File: src/rtl/cpu_pkg.sv
// Shared CPU definitions: instruction/IMEM widths, decoder field positions,
// the fetch buffer entry type and the fetch FSM state type.
package cpu_pkg;

  localparam int INST_W      = 32;
  localparam int IMEM_ADDR_W = 14;

  localparam int OPCODE_HI = 31;
  localparam int OPCODE_LO = 26;
  localparam int RD_HI     = 25;
  localparam int RD_LO     = 21;
  localparam int RS_HI     = 20;
  localparam int RS_LO     = 16;
  localparam int RT_HI     = 15;
  localparam int RT_LO     = 11;
  localparam int SHAMT_HI  = 10;
  localparam int SHAMT_LO  = 6;
  localparam int FUNCT_HI  = 5;
  localparam int FUNCT_LO  = 0;
  localparam int IMMD_HI   = 15;
  localparam int IMMD_LO   = 0;
  localparam int ADDR_HI   = 25;
  localparam int ADDR_LO   = 0;

  typedef struct packed {
    logic [INST_W-1:0]      inst;
    logic [IMEM_ADDR_W-1:0] pc;
  } fetch_entry_t;

  typedef enum logic {
    ST_RUN  = 1'b0,
    ST_HALT = 1'b1
  } fetch_state_t;

  function automatic logic [OPCODE_HI-OPCODE_LO:0] opcode_of(input logic [INST_W-1:0] i_inst);
    return i_inst[OPCODE_HI:OPCODE_LO];
  endfunction

endpackage

File: src/rtl/fetch_buf.sv
// Two-entry FIFO of fetched words; absorbs decoder back-pressure.
// Flush discards all entries and wins over a same-cycle push.
module fetch_buf
  import cpu_pkg::*;
(
  input  logic         clk,
  input  logic         rst,
  input  logic         i_push,
  input  fetch_entry_t i_push_data,
  input  logic         i_pop,
  input  logic         i_flush,
  output logic [1:0]   o_occ,
  output fetch_entry_t o_head
);

  fetch_entry_t r_mem [2];
  logic         r_wr_ptr;
  logic         r_rd_ptr;
  logic [1:0]   r_occ;
  logic         w_push;
  logic         w_pop;

  assign w_pop  = i_pop && (r_occ != 2'd0);
  assign w_push = i_push && !i_flush;
  assign o_occ  = r_occ;
  assign o_head = r_mem[r_rd_ptr];

  always_ff @(posedge clk) begin
    if (rst) begin
      r_mem[0] <= '0;
      r_mem[1] <= '0;
      r_wr_ptr <= 1'b0;
      r_rd_ptr <= 1'b0;
      r_occ    <= 2'd0;
    end else if (i_flush) begin
      r_wr_ptr <= 1'b0;
      r_rd_ptr <= 1'b0;
      r_occ    <= 2'd0;
    end else begin
      if (w_push) begin
        r_mem[r_wr_ptr] <= i_push_data;
        r_wr_ptr        <= ~r_wr_ptr;
      end
      if (w_pop) r_rd_ptr <= ~r_rd_ptr;
      r_occ <= r_occ + {1'b0, w_push} - {1'b0, w_pop};
    end
  end

  // The issue rule upstream guarantees a full buffer is never pushed without a pop.
  always_ff @(posedge clk) begin
    if (!rst) assert (!(w_push && !w_pop && r_occ == 2'd2));
  end

endmodule

File: src/rtl/inst_fetch.sv
// Instruction-fetch stage: PC, RUN/HALT FSM, BRAM issue and redirect flush.
// Optional macro FETCH_PERF_CNT_EN adds transfer and stall counters.
module inst_fetch
  import cpu_pkg::*;
#(
  parameter int                ADDR_W   = IMEM_ADDR_W,
  parameter logic [ADDR_W-1:0] RESET_PC = '0
) (
  input  logic              clk,
  input  logic              rst,
  output logic              imem_en,
  output logic [ADDR_W-1:0] imem_addr,
  input  logic [31:0]       imem_rdata,
  input  logic              redirect_valid,
  input  logic [ADDR_W-1:0] redirect_pc,
  input  logic              halt,
  output logic [31:0]       inst,
  output logic [ADDR_W-1:0] inst_pc,
  output logic              inst_valid,
  input  logic              inst_ready
`ifdef FETCH_PERF_CNT_EN
  ,
  output logic [31:0]       perf_fetch_cnt,
  output logic [31:0]       perf_stall_cnt
`endif
);

  fetch_state_t      r_state;
  fetch_state_t      w_state_nxt;
  logic [ADDR_W-1:0] r_pc;
  logic [ADDR_W-1:0] r_inflight_pc;
  logic              r_inflight;
  logic              w_issue;
  logic              w_pop;
  logic              w_push;
  logic [2:0]        w_demand;
  logic [1:0]        w_occ;
  fetch_entry_t      w_head;
  fetch_entry_t      w_push_data;

  assign inst_valid = (w_occ != 2'd0);
  assign w_pop      = inst_valid && inst_ready;
  // A redirect drops the word returning this cycle along with the buffer.
  assign w_push     = r_inflight && !redirect_valid;
  assign w_push_data.inst = imem_rdata;
  assign w_push_data.pc   = IMEM_ADDR_W'(r_inflight_pc);
  assign inst       = w_head.inst;
  assign inst_pc    = ADDR_W'(w_head.pc);
  assign imem_addr  = r_pc;
  assign imem_en    = w_issue;

  always_ff @(posedge clk) begin
    if (rst) r_state <= ST_RUN;
    else     r_state <= w_state_nxt;
  end

  always_comb begin
    w_state_nxt = r_state;
    w_demand    = {1'b0, w_occ} + {2'b0, r_inflight} - {2'b0, w_pop};
    w_issue     = 1'b0;
    case (r_state)
      ST_RUN: begin
        if (halt) w_state_nxt = ST_HALT;
        w_issue = !rst && !redirect_valid && (w_demand < 3'd2);
      end
      ST_HALT: begin
        if (!halt) w_state_nxt = ST_RUN;
      end
      default: w_state_nxt = ST_RUN;
    endcase
  end

  always_ff @(posedge clk) begin
    if (rst) begin
      r_pc          <= RESET_PC;
      r_inflight    <= 1'b0;
      r_inflight_pc <= '0;
    end else begin
      if (redirect_valid) r_pc <= redirect_pc;
      else if (w_issue)   r_pc <= r_pc + 1'b1;
      r_inflight <= w_issue;
      if (w_issue) r_inflight_pc <= r_pc;
    end
  end

  fetch_buf u_buf (
    .clk        (clk),
    .rst        (rst),
    .i_push     (w_push),
    .i_push_data(w_push_data),
    .i_pop      (w_pop),
    .i_flush    (redirect_valid),
    .o_occ      (w_occ),
    .o_head     (w_head)
  );

`ifdef FETCH_PERF_CNT_EN
  logic [31:0] r_fetch_cnt;
  logic [31:0] r_stall_cnt;

  always_ff @(posedge clk) begin
    if (rst) begin
      r_fetch_cnt <= '0;
      r_stall_cnt <= '0;
    end else begin
      if (w_pop)                     r_fetch_cnt <= r_fetch_cnt + 32'd1;
      if (inst_valid && !inst_ready) r_stall_cnt <= r_stall_cnt + 32'd1;
    end
  end

  assign perf_fetch_cnt = r_fetch_cnt;
  assign perf_stall_cnt = r_stall_cnt;
`endif

endmodule
File: config.mk
export PLATFORM = sky130hd
export DESIGN_NAME = inst_fetch
export DESIGN_NICKNAME = d
export VERILOG_FILES = /design/src/rtl/cpu_pkg.sv /design/src/rtl/fetch_buf.sv /design/src/rtl/inst_fetch.sv
export SDC_FILE = /design/constraint.sdc
export NUM_CORES = 1
export LEC_CHECK = 0
export CORE_ASPECT_RATIO = 1.4
export CORE_MARGIN = 8
export CORE_UTILIZATION = 50
export CTS_CLUSTER_SIZE = 20
export DETAILED_ROUTE_END_ITERATION = 16
export PLACE_DENSITY = 0.78
export SETUP_SLACK_MARGIN = 0.05
export SLEW_MARGIN = 30
export SYNTH_ARGS = -nofsm -noshare
export SYNTH_HDL_FRONTEND = slang
export SYNTH_SLANG_ARGS = --single-unit
File: constraint.sdc
create_clock -name clk -period 4.07 [get_ports clk]
set_input_delay 0.814 -clock clk [delete_from_list [all_inputs] [get_ports clk]]
set_output_delay 0.814 -clock clk [all_outputs]
set_load 0.03 [all_outputs]
# == After elaboration in Yosys (flattened, before gate mapping) ==
# Memory sizes are Yosys's and may differ from the RTL's. A register that Yosys moved wholly into a read port is not among the register bits.
# Index checks and enable logic that the tools add are counted.
# totals
mem_bits_rw,92
ff_bits,34
n_memories,1
input_bits,51
elab_cells,43
out_inout_bits,62
# mem_list
name,depth,width,read_ports,rd_ports_with_merged_regs,write_ports,line,rtl
u_buf.r_mem,2,46,1,1,2,fetch_buf.sv:16,fetch_entry_t r_mem [2];
# op_classes
order_cmp,1
n_bitwise,2
n_mux,15
reduce_logical,12
add_sub_neg,5
# op_table
op,count
$mux W46,1
$reduce_or A46 Y1,1
$mux W14,2
$add A14 B1 Y14 const B,1
$mux W1,12
$logic_and A1 B1 Y1,6
$reduce_bool A2 Y1,2
$add A2 B1 Y3,1
$lt A3 B2 Y1 const B,1
$sub A3 B1 Y3,1
$add A2 B1 Y2,1
$logic_not A1 Y1,2
$not A1 Y1,2
$reduce_or A2 Y1,1
$sub A2 B1 Y2,1

# == Logic depth before layout (Yosys ltp) ==
# Gate-level depths: netlist of the first run.
# depth
word_depth,9
mapped_depth,12
mapped_depth_nobuf,11

# == Modules after synthesis ==
# A second synthesis of the first run with hierarchy kept.
# unflattened
cells_unflattened,457
area_unflattened_um2,5776.8
# modules_own_cells
mod,area_per_inst_um2,cells_per_inst,seq_area_each_um2,n_inst
fetch_buf,4374.2,281,2862.7,1
inst_fetch,1402.6,176,600.6,1

# == Worst setup path before layout of the first run ==
# Ideal clock, no wire load.
# synth_timing
path_type,input port to flip-flop
start,in redirect_valid
end,"mem u_buf.r_mem[0][0] in the netlist's numbering, enable pin"
cell_stages,3
t_arrival_ns,3.237
n_path_buf,0
setup_time_ns,0.459
required_ns,3.611
setup_slack_ns,0.373
cell_sequence,inv_1 > nand2_1 > o21bai_1
# synth_rtl
item,line,rtl
"start, declared",inst_fetch.sv:14,"input logic redirect_valid,"
"end, declared",fetch_buf.sv:16,

# == Worst setup path after layout of the first run ==
# layout_timing
start,in inst_ready
end,out imem_en
# layout_via
elab_chain_cells,5
# layout_lines
item,line,rtl
"start, declared",inst_fetch.sv:20,input logic inst_ready
$logic_and A1 B1 Y1,inst_fetch.sv:42,assign w_pop = inst_valid && inst_ready;
$sub A3 B1 Y3,inst_fetch.sv:59,"w_demand = {1'b0, w_occ} + {2'b0, r_inflight} - {2'b0, w_pop};"
$lt A3 B2 Y1,inst_fetch.sv:64,w_issue = !rst && !redirect_valid && (w_demand < 3'd2);
$logic_and A1 B1 Y1,inst_fetch.sv:64,
$mux W1,inst_fetch.sv:61,case (r_state)
"end, declared",inst_fetch.sv:11,"output logic imem_en,"
# Every way passes these cells.

==> metrics.txt, run 1 <==
status finished, final reports clean; CP max FO 3; leading cell types in the layout, fill and taps excluded clkdlybuf4s50_1, and2_1, edfxtp_1, nand2_1, mux2_2; Cell variety after synth 39; cell area power density 445 nW/µm²; Reg-to-Reg End imem_addr[3]$_SDFFE_PP0P_; # clock sinks 127; Worst slew margin 58.4%; Slew Viols, Final 0; Cell Rows 45; critical path's largest stage delay 500 ps; final hold violation count 0; Finished Layout Cells 714; Reg clk slew, reported paths 50 ps; area leader, netlist edfxtp_1; # resized after CTS 0; die area 14700 µm²; syn nets 500; Critical Path End Type output port; initial antenna violation count 0; Post-CTS Setup Bufs 0; Critical Path AT 3000 ps; Ys Warns 0; overall track demand over capacity in global routing 16.3%; Antenna Violating Nets Remaining 0; Placed Area 6860 µm²; CTS tree done; drt drc 0; highest clock rate 262 MHz; Pleak 0.00275 µW; CP startpoint inst_ready; First-pass DRT Iterations 4; hold_ws 462 ps; top cells by area, synth edfxtp_1, dfxtp_1, and2_1, mux2_2, nand2_1; wire per inst 16.5 µm; GP Congestion 0.843; ANT cells 0; Post-Synth XOR/XNOR Area 0.791%; syn avg cell area 12.5 µm²; WP data required 3260 ps; area fraction in compound gates after synthesis 5.50%; Max Cap Viol 0; Core ar. 10800 µm²; vias 3727; DIE WIDTH 105 µm; Starting Density 51.2%; Synth Cell Area 5530 µm²; maximum vdd drop 0.326 mV; clk buf depth 2; drt total wl 11.8 mm; Startpoint Class primary input; Synth Area in Adders 1.27%; setup TNS 0 ps; FFs w/ async S/R, synth 0%; clock root buffer clkbuf_16; Post-Place Cells 682; Die Y 140 µm; final setup fails 0; IO buf count 112; Main synth FF type edfxtp_1; Post-Layout Inst Area 7470 µm²; DR iter-0 viols 168; post-layout minimum cycle time 3810 ps; reg2reg setup slack 770 ps; clock skew 7.73 ps; first-pass GRT wire length 19.2 mm; FF-to-FF path depth 10; most common cell after layout, fill and taps aside clkdlybuf4s50_1; RSZ-0062 raised after global routing false; CP max stage cell fa_1; R2R Path Start u_buf.o_occ[1]$_SDFF_PP0_; Synth top area share 49.9%; Clock Latency Late Sink 400 ps; post-synthesis simple-gate area fraction 18.0%; layout cell share with drive strength beyond 1 15.9%; CTS Buf Count 17; largest net degree at the start of global routing 47; Area Growth Syn to Fin 35.0%; total gr overflow 0; number of hold buffers added after cts 0; hpwl dp 7.86 mm; Syn Inst Count 444; FF/Latch Area 3460 µm²; boundary pin count 113; EDFF count, synth 92; nets 616; post-synthesis sequential area ratio 62.6%; Pwr Total 3320 µW; class of the most critical setup path in2out; Slew @ Worst Pin 624 ps; H-Tree Depth 4; HP Class reg2reg; fill count 819; crit path to imem_en; mux contribution to synthesized area 9.36%; Multi-input gate area 1960 µm²; register bit total from synthesis 127; largest family of logic cells by synthesized area simple AND/OR/NAND/NOR gates; Final Cycle Share 93.6%; vias per inst 5.22; CP cell instances clkdlybuf4s50_1 > and2_1 > ha_1 > inv_1 > nand2_1 > fa_1 > nor4b_2 > nand2_1 > inv_1 > buf_4; vias in the first global route 3948
==> critical path: cells and delay by family <==
| kind | cells | cell delay [ps] |
|---|---|---|
| adders and majority gates | 2 | 790 |
| buffers and inverters | 4 | 730 |
| and+or+nand+nor | 4 | 670 |
==> sequential cells by signal (all words and copies together), names as in the netlist, named ones only <==
register	flops
r_state	1
imem_addr	14
r_inflight	1
u_buf.o_occ	2
u_buf.r_rd_ptr	1
u_buf.r_wr_ptr	1
u_buf.r_mem	92
r_inflight_pc	14
==> stage by stage <==
step	utilization, %	setup WS, ps
finish	69.1	259
global route	69.1	93.6
CTS	69.1	250
detailed placement	63.4	263
global placement	63.4	267
floorplan	-	373
==> cell usage after synthesis, types with 3 or more instances <==
| master | instances |
|---|---|
| and3_1 | 3 |
| inv_1 | 11 |
| nor3_1 | 7 |
| dfxtp_1 | 35 |
| or3_1 | 4 |
| xnor2_1 | 4 |
| nor2_1 | 3 |
| nand3_1 | 4 |
| or4_1 | 4 |
| a31oi_1 | 9 |
| o21ai_0 | 4 |
| o211ai_1 | 5 |
| ha_1 | 4 |
| a22oi_1 | 3 |
| and2_1 | 93 |
| a21oi_1 | 19 |
| mux2_2 | 46 |
| nand2_1 | 47 |
| edfxtp_1 | 92 |
| clkbuf_1 | 24 |
==> area by class of cell <==
class | instances | area share [%]
timing repair buffer | 122 | 16.3
clock buffer | 28 | 7.24
inverter | 11 | 0.553
clock inverter | 4 | 0.938
multi-input combinational | 281 | 26.2
tap | 141 | 2.36
sequential | 127 | 46.4
==> logic make-up (layout without fill, tap and decap cells) <==
group                      Yosys count  in the layout
xor gates and xnor gates             5              5
muxes                               46             46
adders and majority gates            5              5
buffers and inverters               36            165
DFF                                127            127
and+or+nand+nor                    177            177
AOI/OAI and AO/OA                   48             48
==> report_power, final <==
part	internal, µW	total [µW]	leakage (µW)	switching [µW]
Clock	1030	1520	0.000298	494
Sequential	1440	1470	0.00124	28.2
Combinational	152	330	0.00122	177
==> how the worst min path moves through the flow <==
stage | from | endpoint | slack (ps) | cells after the start
floorplan | r_inflight_pc[0]$_SDFFE_PP0P_ | r_inflight_pc[0]$_SDFFE_PP0P_ | 440 | 2
global placement | r_inflight_pc[1]$_SDFFE_PP0P_ | r_inflight_pc[1]$_SDFFE_PP0P_ | 450 | 2
detailed placement | r_inflight_pc[12]$_SDFFE_PP0P_ | r_inflight_pc[12]$_SDFFE_PP0P_ | 450 | 2
CTS | r_inflight_pc[12]$_SDFFE_PP0P_ | r_inflight_pc[12]$_SDFFE_PP0P_ | 460 | 2
global route | r_inflight_pc[7]$_SDFFE_PP0P_ | r_inflight_pc[7]$_SDFFE_PP0P_ | 490 | 2
finish | r_inflight_pc[13]$_SDFFE_PP0P_ | r_inflight_pc[13]$_SDFFE_PP0P_ | 460 | 2
==> per-layer routing <==
layer / vias to the layer above / global-route usage (%) / part of all wire [%]
met5: - / 0 / 0
met4: 0 / 7.62 / 0.87
met3: 6 / 4.73 / 5.0
met2: 108 / 29.4 / 55
met1: 1794 / 16.8 / 39
li1: 1819 / - / -
No activity file was read; power rests on OpenSTA's default activity.
==> run 2, diff against run 1 <==
--- a/config.mk
+++ b/config.mk
@@ -6,7 +6,6 @@
 export NUM_CORES = 1
 export LEC_CHECK = 0
 export CORE_ASPECT_RATIO = 1.4
-export CORE_MARGIN = 8
 export CORE_UTILIZATION = 50
 export CTS_CLUSTER_SIZE = 20
 export DETAILED_ROUTE_END_ITERATION = 16
==> metrics.txt, run 2 (synthesis gave the netlist of run 1 again) <==
status finished, final reports clean; IO buf count 112; RSZ-0062 raised after global routing false; Post-Place Cells 681; Final Cycle Share 92.6%; leading cell types in the layout, fill and taps excluded clkdlybuf4s50_1, and2_1, edfxtp_1, nand2_1, mux2_2; Startpoint Class primary input; Reg clk slew, reported paths 50 ps; crit-path leading delay family adder cells; Pleak 0.00273 µW; DIE WIDTH 90.9 µm; Reg-to-Reg End imem_addr[3]$_SDFFE_PP0P_; Top Usage Layer GRT met2; Clk pwr share 44.0%; Most flops, register u_buf.r_mem; HP Class reg2reg; boundary pin count 113; DR iter-0 viols 182; number of hold buffers added after cts 0; Post-CTS Setup Bufs 0; CP cell instances clkdlybuf4s50_1 > and2_1 > ha_1 > inv_1 > nand2_1 > fa_1 > nor4b_2 > nand2_1 > inv_1 > buf_4; Buf/Inv on CP 4; hold_sp r_inflight_pc[5]$_SDFFE_PP0P_; Placed Area 6850 µm²; nets 615; total gr overflow 0; Worst slew margin 55.9%; Max Cap Viol 0; vias 3787; hold depth 2; GP Congestion 0.878; First-pass DRT Iterations 7; Sw Share 21.7%; Cell Rows 45; Area Growth Syn to Fin 33.9%; ANT cells 0; worst hold endpoint r_inflight_pc[5]$_SDFFE_PP0P_; Critical Path End Type output port; Finished Layout Cells 713; post-layout minimum cycle time 3770 ps; final setup fails 0; reg2reg setup slack 800 ps; class of the most critical setup path in2out; Logic pwr share 10.2%; register share of total power 45.8%; CP max stage cell fa_1; drt drc 0; initial antenna violation count 0; Slew @ Worst Pin 661 ps; WP data required 3260 ps; CTS Buf Count 17; GR met3 Demand/Resource 5.40%; most common cell after layout, fill and taps aside clkdlybuf4s50_1; fill count 816; Clock Latency Late Sink 400 ps; grt met2 use 37.8%; clock skew 4.97 ps; Core ar. 10800 µm²; CTS tree done; highest clock rate 265 MHz; Critical Path AT 2950 ps; # resized after CTS 0; overall track demand over capacity in global routing 20.5%; layout cell share with drive strength beyond 1 15.9%; Starting Density 51.2%; first-pass GRT wire length 18.5 mm; die area 11500 µm²; setup TNS 0 ps; vias per inst 5.31; internal power 2520 µW; Post-Layout Inst Area 7410 µm²; H-Tree Depth 4; R2R Path Start u_buf.o_occ[1]$_SDFF_PP0_; NetSw 698 µW; clock root buffer clkbuf_16; Antenna Violating Nets Remaining 0; Util after Layout 68.5%; vias in the first global route 3931; CP max FO 3; cell area power density 434 nW/µm²; flip-flop count of the largest register after layout 92; Slew Viols, Final 0; drt total wl 11.0 mm; Die Y 126 µm; grt met1 use 22.3%; largest net degree at the start of global routing 47; FF-to-FF path depth 10; maximum vdd drop 0.320 mV; critical path's largest stage delay 490 ps; # clock sinks 127; wire per inst 15.4 µm; clk buf depth 2; final hold violation count 0; hpwl dp 7.14 mm
[run 2: changes by cell type in the layout (fill, tap and decap cells not counted)]
cell       change
buf_4          -1
clkbuf_1       -3
clkinv_1       +2
clkbuf_8       +1
clkinv_2       +3
clkbuf_16      -3
[run 2: area by class of cell]
type | instances | area (µm²) | share of cell area (%)
timing repair buffer | 121 | 1210 | 16.3
tap | 141 | 176 | 2.38
inverter | 11 | 41.3 | 0.557
multi-input combinational | 281 | 1960 | 26.4
sequential | 127 | 3460 | 46.8
clock buffer | 23 | 468 | 6.32
clock inverter | 9 | 92.6 | 1.25
[run 2: through the flow]
step,hold slack [ps],setup WS (ps),total power [µW]
6_report,458,301,3220
5_1_grt,482,136,3330
4_1_cts,462,278,3240
3_5_place_dp,454,278,1820
3_3_place_gp,448,315,1820
2_1_floorplan,440,373,1660
[run 2: layer usage]
| layer | vias to the layer above | wire length, µm | part of all wire, % |
|---|---|---|---|
| li1 | 1819 | - | - |
| met1 | 1838 | 4260 | 39 |
| met2 | 117 | 6000 | 55 |
| met3 | 13 | 558 | 5.1 |
| met4 | 0 | 171 | 1.6 |
| met5 | - | 0 | 0 |
[run 2: worst max path at each step]
stage	startpoint	cells past startpoint	slack (ps)	endpoint
floorplan	redirect_valid	3	370	u_buf.r_mem[0][0]$_SDFFCE_PN0P_
global placement	inst_ready	10	320	imem_en
detailed placement	inst_ready	10	280	imem_en
CTS	inst_ready	10	280	imem_en
global route	inst_ready	10	140	imem_en
finish	inst_ready	10	300	imem_en
[run 2: tightest hold or removal path: stages, from the launching register on]
cell and delay (ps):
dfxtp_1 310, nand2_1 50, a21oi_1 50
[run 2: power by group through the flow]
stage	Combinational [µW]	Clock, µW	Sequential (µW)
after floorplan	156	0	1510
after global placement	324	0	1490
after detailed placement	329	0	1500
after CTS	330	1440	1470
after global routing	348	1500	1480
final	328	1420	1470
==> run 3, diff against run 2 <==
--- a/config.mk
+++ b/config.mk
@@ -9,7 +9,7 @@
 export CORE_UTILIZATION = 50
 export CTS_CLUSTER_SIZE = 20
 export DETAILED_ROUTE_END_ITERATION = 16
-export PLACE_DENSITY = 0.78
+export PLACE_DENSITY_LB_ADDON = 0.15
 export SETUP_SLACK_MARGIN = 0.05
 export SLEW_MARGIN = 30
 export SYNTH_ARGS = -nofsm -noshare
==> metrics.txt, run 3 (synthesis gave the netlist of run 1 again) <==
leading cell types in the layout, fill and taps excluded clkdlybuf4s50_1, and2_1, edfxtp_1, nand2_1, mux2_2; Starting Density 51.2%; Finished Layout Cells 714; number of hold buffers added after cts 0; maximum vdd drop 0.346 mV; hpwl dp 6.95 mm; post-layout minimum cycle time 3830 ps; total gr overflow 0; wire per inst 15.4 µm; GR met3 Demand/Resource 5.94%; highest clock rate 261 MHz; Reg clk slew, reported paths 50 ps; grt met2 use 36.3%; die area 11500 µm²; initial antenna violation count 0; nets 616; CTS Buf Count 17; Core ar. 10800 µm²; Most flops, register u_buf.r_mem; CP cell instances clkdlybuf4s50_1 > and2_1 > ha_1 > inv_1 > nand2_1 > fa_1 > nor4b_2 > nand2_1 > inv_1 > buf_4; vias per inst 5.20; final hold violation count 0; Placed Area 6860 µm²; dpl ws 247 ps; Max Cap Viol 0; Critical Path AT 3020 ps; overall track demand over capacity in global routing 20.7%; Slew @ Worst Pin 642 ps; # clock sinks 127; drt total wl 11.0 mm; clock skew 6.86 ps; DIE WIDTH 90.9 µm; DR iter-0 viols 177; Worst slew margin 57.2%; clk buf depth 2; Top Usage Layer GRT met2; IO buf count 112; final setup fails 0; Pleak 0.00274 µW; vias in the first global route 3884; H-Tree Depth 4; vias 3714; CTS tree done; Clock Latency Late Sink 410 ps; status finished, final reports clean; CP max stage cell fa_1; First-pass DRT Iterations 4; Die Y 126 µm; GP Congestion 0.833; ANT cells 0; Final Cycle Share 94.1%; largest net degree at the start of global routing 47; boundary pin count 113; Critical Path End Type output port; Util after Layout 68.6%; WP data required 3260 ps; Post-Layout Inst Area 7410 µm²; most common cell after layout, fill and taps aside clkdlybuf4s50_1; Post-CTS Setup Bufs 0; critical path's largest stage delay 500 ps; Setup WS post-layout 238 ps; class of the most critical setup path in2out; Cell Rows 45; Post-Place Cells 682; RSZ-0062 raised after global routing false; layout cell share with drive strength beyond 1 16.2%; Slew Viols, Final 0; cell area power density 433 nW/µm²; Area Growth Syn to Fin 34.0%; drt drc 0; setup TNS 0 ps; # resized after CTS 0; first-pass GRT wire length 18.4 mm; clock root buffer clkbuf_16; grt met1 use 23.7%; flip-flop count of the largest register after layout 92; HP Class reg2reg; Antenna Violating Nets Remaining 0; Startpoint Class primary input; CP max FO 3
run 3: critical path, delay by kind of cell:
family                   cells  cell delay (ps)
adder cells (fa/ha/maj)      2              790
buffers and inverters        4              730
AND/OR/NAND/NOR              4              670
run 3: through the flow:
step	hold slack [ps]	power, µW
floorplan	440	1660
finish	461	3210
CTS	461	3230
detailed placement	454	1820
global route	489	3320
global placement	447	1820
run 3: area by class of cell:
type                            instances  area (µm²)
Inverter                               11        41.3
Timing Repair Buffer                  122        1220
Clock inverter                          7        60.1
Sequential cell                       127        3460
Fill cell                             843        3400
Tap cell                              141         176
Multi-Input combinational cell        281        1960
Clock buffer                           25         497
run 3: layer usage:
metal / vias up / wire length, µm / share of wire (%)
met2: 121 / 5770 / 52
li1: 1804 / - / -
met4: 0 / 198 / 1.8
met3: 21 / 557 / 5.1
met5: - / 0 / 0
met1: 1768 / 4490 / 41
run 3: where the power goes:
| group | switching (µW) | leakage, µW | total, µW | internal [µW] |
|---|---|---|---|---|
| Combinational | 175 | 0.00122 | 327 | 152 |
| Sequential | 27.5 | 0.00124 | 1470 | 1440 |
| Clock | 513 | 0.000280 | 1420 | 902 |
| Total | 716 | 0.00274 | 3210 | 2500 |
run 3: path summary, 6_finish.rpt:
| check | from | end | slack [ps] | depth (start not counted) |
|---|---|---|---|---|
| worst max-delay path | inst_ready | imem_en | 240 | 10 |
| worst min-delay path | r_inflight_pc[7]$_SDFFE_PP0P_ | r_inflight_pc[7]$_SDFFE_PP0P_ | 460 | 2 |
| worst max register to register | u_buf.o_occ[1]$_SDFF_PP0_ | imem_addr[13]$_SDFFE_PP0P_ | 810 | 11 |
| worst min register to register | r_inflight_pc[7]$_SDFFE_PP0P_ | r_inflight_pc[7]$_SDFFE_PP0P_ | 460 | 2 |
